--- src/rtl/pc_ctrl_pkg.sv ---
// Shared decode constants for the next-PC controller and the fetch stage.
// Opcodes, PC-select encodings, instruction field positions and the branch-offset sign extension.
package pc_ctrl_pkg;

  localparam logic [3:0] OP_JMP  = 4'b1100;
  localparam logic [3:0] OP_CALL = 4'b1101;
  localparam logic [3:0] OP_RET  = 4'b1110;
  localparam logic [3:0] OP_BEQ  = 4'b1010;
  localparam logic [3:0] OP_BNE  = 4'b1011;

  typedef enum logic [1:0] {
    PC_NPC    = 2'b00,
    PC_JUMP   = 2'b01,
    PC_BRANCH = 2'b10,
    PC_RETURN = 2'b11
  } pc_src_t;

  localparam int OPCODE_LSB = 12;
  localparam int RS_LSB     = 9;
  localparam int RT_LSB     = 6;
  localparam int IMM6_W     = 6;
  localparam int JIMM_W     = 12;

  function automatic logic [15:0] sext6(input logic [IMM6_W-1:0] imm);
    return {{(16-IMM6_W){imm[IMM6_W-1]}}, imm};
  endfunction

endpackage

--- src/rtl/return_address_stack.sv ---
// Circular return-address stack: a full push overwrites the oldest entry,
// and a pop on an empty stack leaves all state unchanged.
module return_address_stack #(
  parameter int RAS_DEPTH = 4
) (
  input  logic        clk,
  input  logic        reset,
  input  logic        push,
  input  logic        pop,
  input  logic [15:0] data_in,
  output logic [15:0] top_data,
  output logic        empty,
  output logic        full,
  output logic        overflow,
  output logic        underflow
);

  localparam int PW = (RAS_DEPTH > 1) ? $clog2(RAS_DEPTH) : 1;
  localparam int CW = $clog2(RAS_DEPTH + 1);

  logic [15:0]   entries [RAS_DEPTH];
  logic [PW-1:0] top_ptr;
  logic [CW-1:0] count;

  assign empty     = (count == '0);
  assign full      = (count == CW'(RAS_DEPTH));
  assign overflow  = push & full;
  assign underflow = pop & empty;
  assign top_data  = empty ? 16'h0000 : entries[top_ptr - PW'(1)];

  // top_ptr points at the next free slot; power-of-two depth makes the wrap free
  always_ff @(posedge clk) begin
    if (reset) begin
      top_ptr <= '0;
      count   <= '0;
      for (int i = 0; i < RAS_DEPTH; i++) entries[i] <= 16'h0000;
    end else if (push) begin
      entries[top_ptr] <= data_in;
      top_ptr          <= top_ptr + PW'(1);
      if (!full) count <= count + CW'(1);
    end else if (pop && !empty) begin
      top_ptr <= top_ptr - PW'(1);
      count   <= count - CW'(1);
    end
  end

endmodule

--- src/rtl/pc_control_unit.sv ---
// Decode-stage next-PC controller: resolves jumps, calls, returns and branches,
// and squashes the single wrong-path fetch that follows every taken redirect.
module pc_control_unit
  import pc_ctrl_pkg::*;
#(
  parameter int RAS_DEPTH = 4
) (
  input  logic        clk,
  input  logic        reset,
  input  logic        id_valid,
  input  logic [15:0] instruction,
  input  logic [15:0] id_NPC,
  input  logic [15:0] rs_data,
  input  logic [15:0] rt_data,
  output logic [1:0]  PCsrc,
  output logic [15:0] I_TypeImmediate,
  output logic [15:0] J_TypeImmediate,
  output logic [15:0] ReturnAddress,
  output logic        flush,
  output logic        ras_underflow,
  output logic        ras_overflow
);

  logic        squash;
  logic        eff_valid;
  logic [3:0]  opcode;
  pc_src_t     pc_src;
  logic        push;
  logic        pop;
  logic [15:0] ras_top;
  logic        ras_empty;
  logic        ras_full;
  logic        ras_ovf;
  logic        ras_udf;

  assign opcode    = instruction[OPCODE_LSB +: 4];
  assign eff_valid = id_valid & ~squash & ~reset;

  assign I_TypeImmediate = id_NPC + sext6(instruction[IMM6_W-1:0]);
  assign J_TypeImmediate = {id_NPC[15:JIMM_W], instruction[JIMM_W-1:0]};

  always_comb begin
    pc_src = PC_NPC;
    push   = 1'b0;
    pop    = 1'b0;
    if (eff_valid) begin
      unique case (opcode)
        OP_JMP:  pc_src = PC_JUMP;
        OP_CALL: begin
          pc_src = PC_JUMP;
          push   = 1'b1;
        end
        OP_RET: begin
          pc_src = PC_RETURN;
          pop    = 1'b1;
        end
        OP_BEQ:  pc_src = (rs_data == rt_data) ? PC_BRANCH : PC_NPC;
        OP_BNE:  pc_src = (rs_data != rt_data) ? PC_BRANCH : PC_NPC;
        default: pc_src = PC_NPC;
      endcase
    end
  end

  assign PCsrc = pc_src;
  assign flush = (pc_src != PC_NPC);

  // The squash bit kills exactly the one instruction fetched behind a redirect
  always_ff @(posedge clk) begin
    if (reset) squash <= 1'b0;
    else       squash <= flush;
  end

  return_address_stack #(.RAS_DEPTH(RAS_DEPTH)) u_ras (
    .clk       (clk),
    .reset     (reset),
    .push      (push),
    .pop       (pop),
    .data_in   (id_NPC),
    .top_data  (ras_top),
    .empty     (ras_empty),
    .full      (ras_full),
    .overflow  (ras_ovf),
    .underflow (ras_udf)
  );

  assign ReturnAddress = reset ? 16'h0000 : ras_top;
  assign ras_overflow  = ras_ovf & ras_full;
  assign ras_underflow = ras_udf & ras_empty;

endmodule

--- config.mk ---
export PLATFORM = sky130hd
export DESIGN_NAME = pc_control_unit
export DESIGN_NICKNAME = d
export VERILOG_FILES = /design/src/rtl/pc_ctrl_pkg.sv /design/src/rtl/return_address_stack.sv /design/src/rtl/pc_control_unit.sv
export SDC_FILE = /design/constraint.sdc
export NUM_CORES = 1
export LEC_CHECK = 0
export ABC_CLOCK_PERIOD_IN_PS = 6780
export CAP_MARGIN = 20
export CELL_PAD_IN_SITES_DETAIL_PLACEMENT = 2
export CELL_PAD_IN_SITES_GLOBAL_PLACEMENT = 2
export CORE_ASPECT_RATIO = 0.9
export CORE_UTILIZATION = 33
export CTS_CLUSTER_DIAMETER = 200
export DETAILED_ROUTE_END_ITERATION = 10
export GPL_ROUTABILITY_DRIVEN = 0
export PLACE_DENSITY_LB_ADDON = 0.1
export RECOVER_POWER = 50
export SYNTH_ARGS = -nofsm -noshare
export SYNTH_HDL_FRONTEND = slang
export SYNTH_HIERARCHICAL = 1
export SYNTH_SLANG_ARGS = --single-unit
--- constraint.sdc ---
create_clock -name clk -period 6.78 [get_ports clk]
set_input_delay 1.695 -clock clk [delete_from_list [all_inputs] [get_ports clk]]
set_output_delay 1.695 -clock clk [all_outputs]
set_load 0.05 [all_outputs]
==> qor.yml <==
p_per_area_nw_per_um2: 206.3
p_total_mw: 1.211
synth_edf_count: 64
post_cts_buffers: 0
hold_viol_final: 0
dp_hpwl_um: 9564
synth_cell_types: 60
max-clock-path-buffers: 2
setup_viol: 0
vias_per_cell: 5.126
portBuffers: 107
period_share_pct: 93.79
crit_type: "input pin to output port"
layout_min_cycle_time_ps: 6359
async_flop_share_pct: 0
drv_slew: 0
routed_wl_um: 12650
path_cells: "clkdlybuf4s50_1, ha_1, fa_1, a211o_1, a211oi_1, nor3_1, a211oi_1, clkdlybuf4s50_1"
core_um2: 12930
place_inst: 653
cts.sinks: 70
grt_max_degree: 28
met2_usage_pct: 35.32
die_area_um2: 14020
seq_area_frac_synth_pct: 45.65
die_h_um: 112.5
gr-usage-all-layers_pct: 19.01
critPathSlowestCell: "clkdlybuf4s50_1"
start_kind: "input pin"
post_cts_resized: 0
finalNetCount: 584
synth-main-ff-cell: "edfxtp_1"
crit_path_max_fanout: 3
first_global_vias: 3953
clk_latency_ps: 330
finalClockSkew_ps: 3.885
status: "finished, final reports clean"
clock.fmax_mhz: 157.3
routedWlPerCell_um: 18.91
nFillCells: 1359
stdcell_count: 669
fin_tns_setup_ps: 0
yosysWarnings: 6
synth_nets: 493
cpPeakStageDelay_ps: 850
path_clk_slew_ps: 50
antenna_found_initial: 0
tightest_slew_ps: 1029
cts-buffers-inserted: 9
cts-hold-fix-buffers: 0
post_route_cells_drive_above_1_share_pct: 10.50
dieWidth_um: 124.7
drc: 0
dr.pass1.iters: 4
io_pins: 120
required_ps: 5090
hold_path_class: "flop to flop"
slew_headroom_pct: 31.33
synthCells: 409
synth-seq-cells: 70
syn_avg_cell_area_um2: 10.94
met1_usage_pct: 22.43
synth_area_um2: 4473
syn_to_final_growth_pct: 31.22
cts-root-buf: "clkbuf_16"
arrival_ps: 4660
grt_setup_unrepaired: "false"
vdd_drop_max_uv: 104.1
drt-initial-drc-count: 81
gr-max-usage-layer: "met2"
diodes: 0
cts_tree: "done"
via_count: 3429
placementRows: 39
use_met3_pct: 2.860
grt_pass1_wl_um: 20700
grt_overflow_total: 0
p_leak_nw: 2.228
drv_cap: 0
drtAntennaViolNets: 0
htree_num_levels: 3
start_util_pct: 34.59
cp-end-kind: "output port"
[cell usage in the layout (no fill, tap or decap), types with 3 or more instances in the layout]
| cell type | count |
|---|---|
| buf_4 | 11 |
| a21o_1 | 5 |
| nor2b_1 | 35 |
| nand2_1 | 22 |
| o21bai_1 | 4 |
| nor3_1 | 3 |
| dfxtp_1 | 6 |
| mux4_2 | 16 |
| and3_1 | 4 |
| clkdlybuf4s50_1 | 99 |
| o21ai_0 | 9 |
| buf_12 | 3 |
| nor3b_1 | 5 |
| edfxtp_1 | 64 |
| inv_1 | 20 |
| nor2_1 | 58 |
| ha_1 | 15 |
| a211oi_1 | 5 |
| nand3_1 | 6 |
| nor4_1 | 4 |
| clkbuf_1 | 4 |
| o21a_1 | 3 |
| nand2b_1 | 4 |
| xnor2_1 | 7 |
| xor2_1 | 21 |
| and2_1 | 4 |
| a21oi_1 | 12 |
| clkbuf_16 | 9 |
[cell type report]
class	instances	area [um2]	area share, %
tap	164	205.2	3.496
multi-input combinational	283	2116	36.05
clock inverter	3	20.02	0.3411
clock buffer	13	260.3	4.434
inverter	20	75.07	1.279
sequential	70	2042	34.79
timing repair buffer	116	1151	19.61
[per-stage QoR]
| step | hold WS (ps) | util [%] | worst slack (ps) | cell area (um2) |
|---|---|---|---|---|
| 5_1_grt | 665.5 | 45.39 | 256.5 | 5869 |
| 6_report | 636.0 | 45.39 | 421.0 | 5869 |
| 4_1_cts | 629.9 | 45.49 | 411.3 | 5882 |
| 3_5_place_dp | 620.6 | 43.32 | 437.9 | 5602 |
| 3_3_place_gp | 579.2 | 43.32 | 422.9 | 5602 |
| 2_1_floorplan | 538.6 | - | 939.3 | 4473 |
[worst max-delay path, delay by kind of cell]
family	cells	cell delay (ps)
buf+inv	2	1280
compound gates	3	900
fa+ha+maj	2	670
simple gates	1	100
[sequential cells by signal, summed over array words and instances, names as in the netlist]
| name | cells |
|---|---|
| u_ras/entries | 64 |
| u_ras/count | 3 |
| u_ras/top_ptr | 2 |
| squash | 1 |
[kinds of logic (layout without fill, tap and decap cells)]
logic type | after synthesis | count (layout) | synth area share, %
simple gates | 159 | 159 | 18.41
fa+ha+maj | 17 | 17 | 5.091
compound gates | 61 | 61 | 9.791
flops | 70 | 70 | 45.65
mux | 18 | 18 | 8.532
buf+inv | 56 | 152 | 7.049
xor+xnor | 28 | 28 | 5.483
[routing by layer]
layer  part of all wire [%]  wire length (um)
met5                      0                 0
met4                    1.3               162
met3                    3.7               466
met2                     53              6642
met1                     43              5377
[synthesized netlist by cell type (all sizes together) (4+ instances only)]
cell type  number  area share [%]
edfxtp         64              43
nor2           58             4.9
nor2b          35             4.9
buf            29             4.8
nand2          22             1.8
xor2           21             4.1
inv            20             1.7
mux4           16             8.1
ha             15             4.2
a21oi          12             1.3
o21ai           9             1.0
clkbuf          7            0.62
xnor2           7             1.4
a21o            6             1.0
dfxtp           6             2.7
nand3           6            0.67
a211oi          5            0.84
and2            5            0.76
and3            5            0.73
nor3b           5            0.84
nand2b          4            0.56
nor3            4            0.70
nor4            4            0.56
o21bai          4            0.67
[worst paths after layout]
| path | to | depth (start not counted) | start | slack (ps) |
|---|---|---|---|---|
| setup reg to reg | u_ras/entries[0][0] | 8 | squash | 3410 |
| hold / removal | u_ras/count[1] | 2 | u_ras/count[1] | 640 |
| setup / recovery | I_TypeImmediate[10] | 8 | instruction[0] | 420 |
| hold reg to reg | u_ras/count[1] | 2 | u_ras/count[1] | 640 |
[where the power goes]
| group | total, mW | internal [mW] | leakage (nW) | switching, mW |
|---|---|---|---|---|
| clock network | 0.432 | 0.267 | 0.132 | 0.166 |
| registers | 0.486 | 0.482 | 0.722 | 0.00417 |
| logic | 0.292 | 0.119 | 1.37 | 0.173 |
| total | 1.21 | 0.868 | 2.23 | 0.343 |
Power figures use the tool's default switching activity.
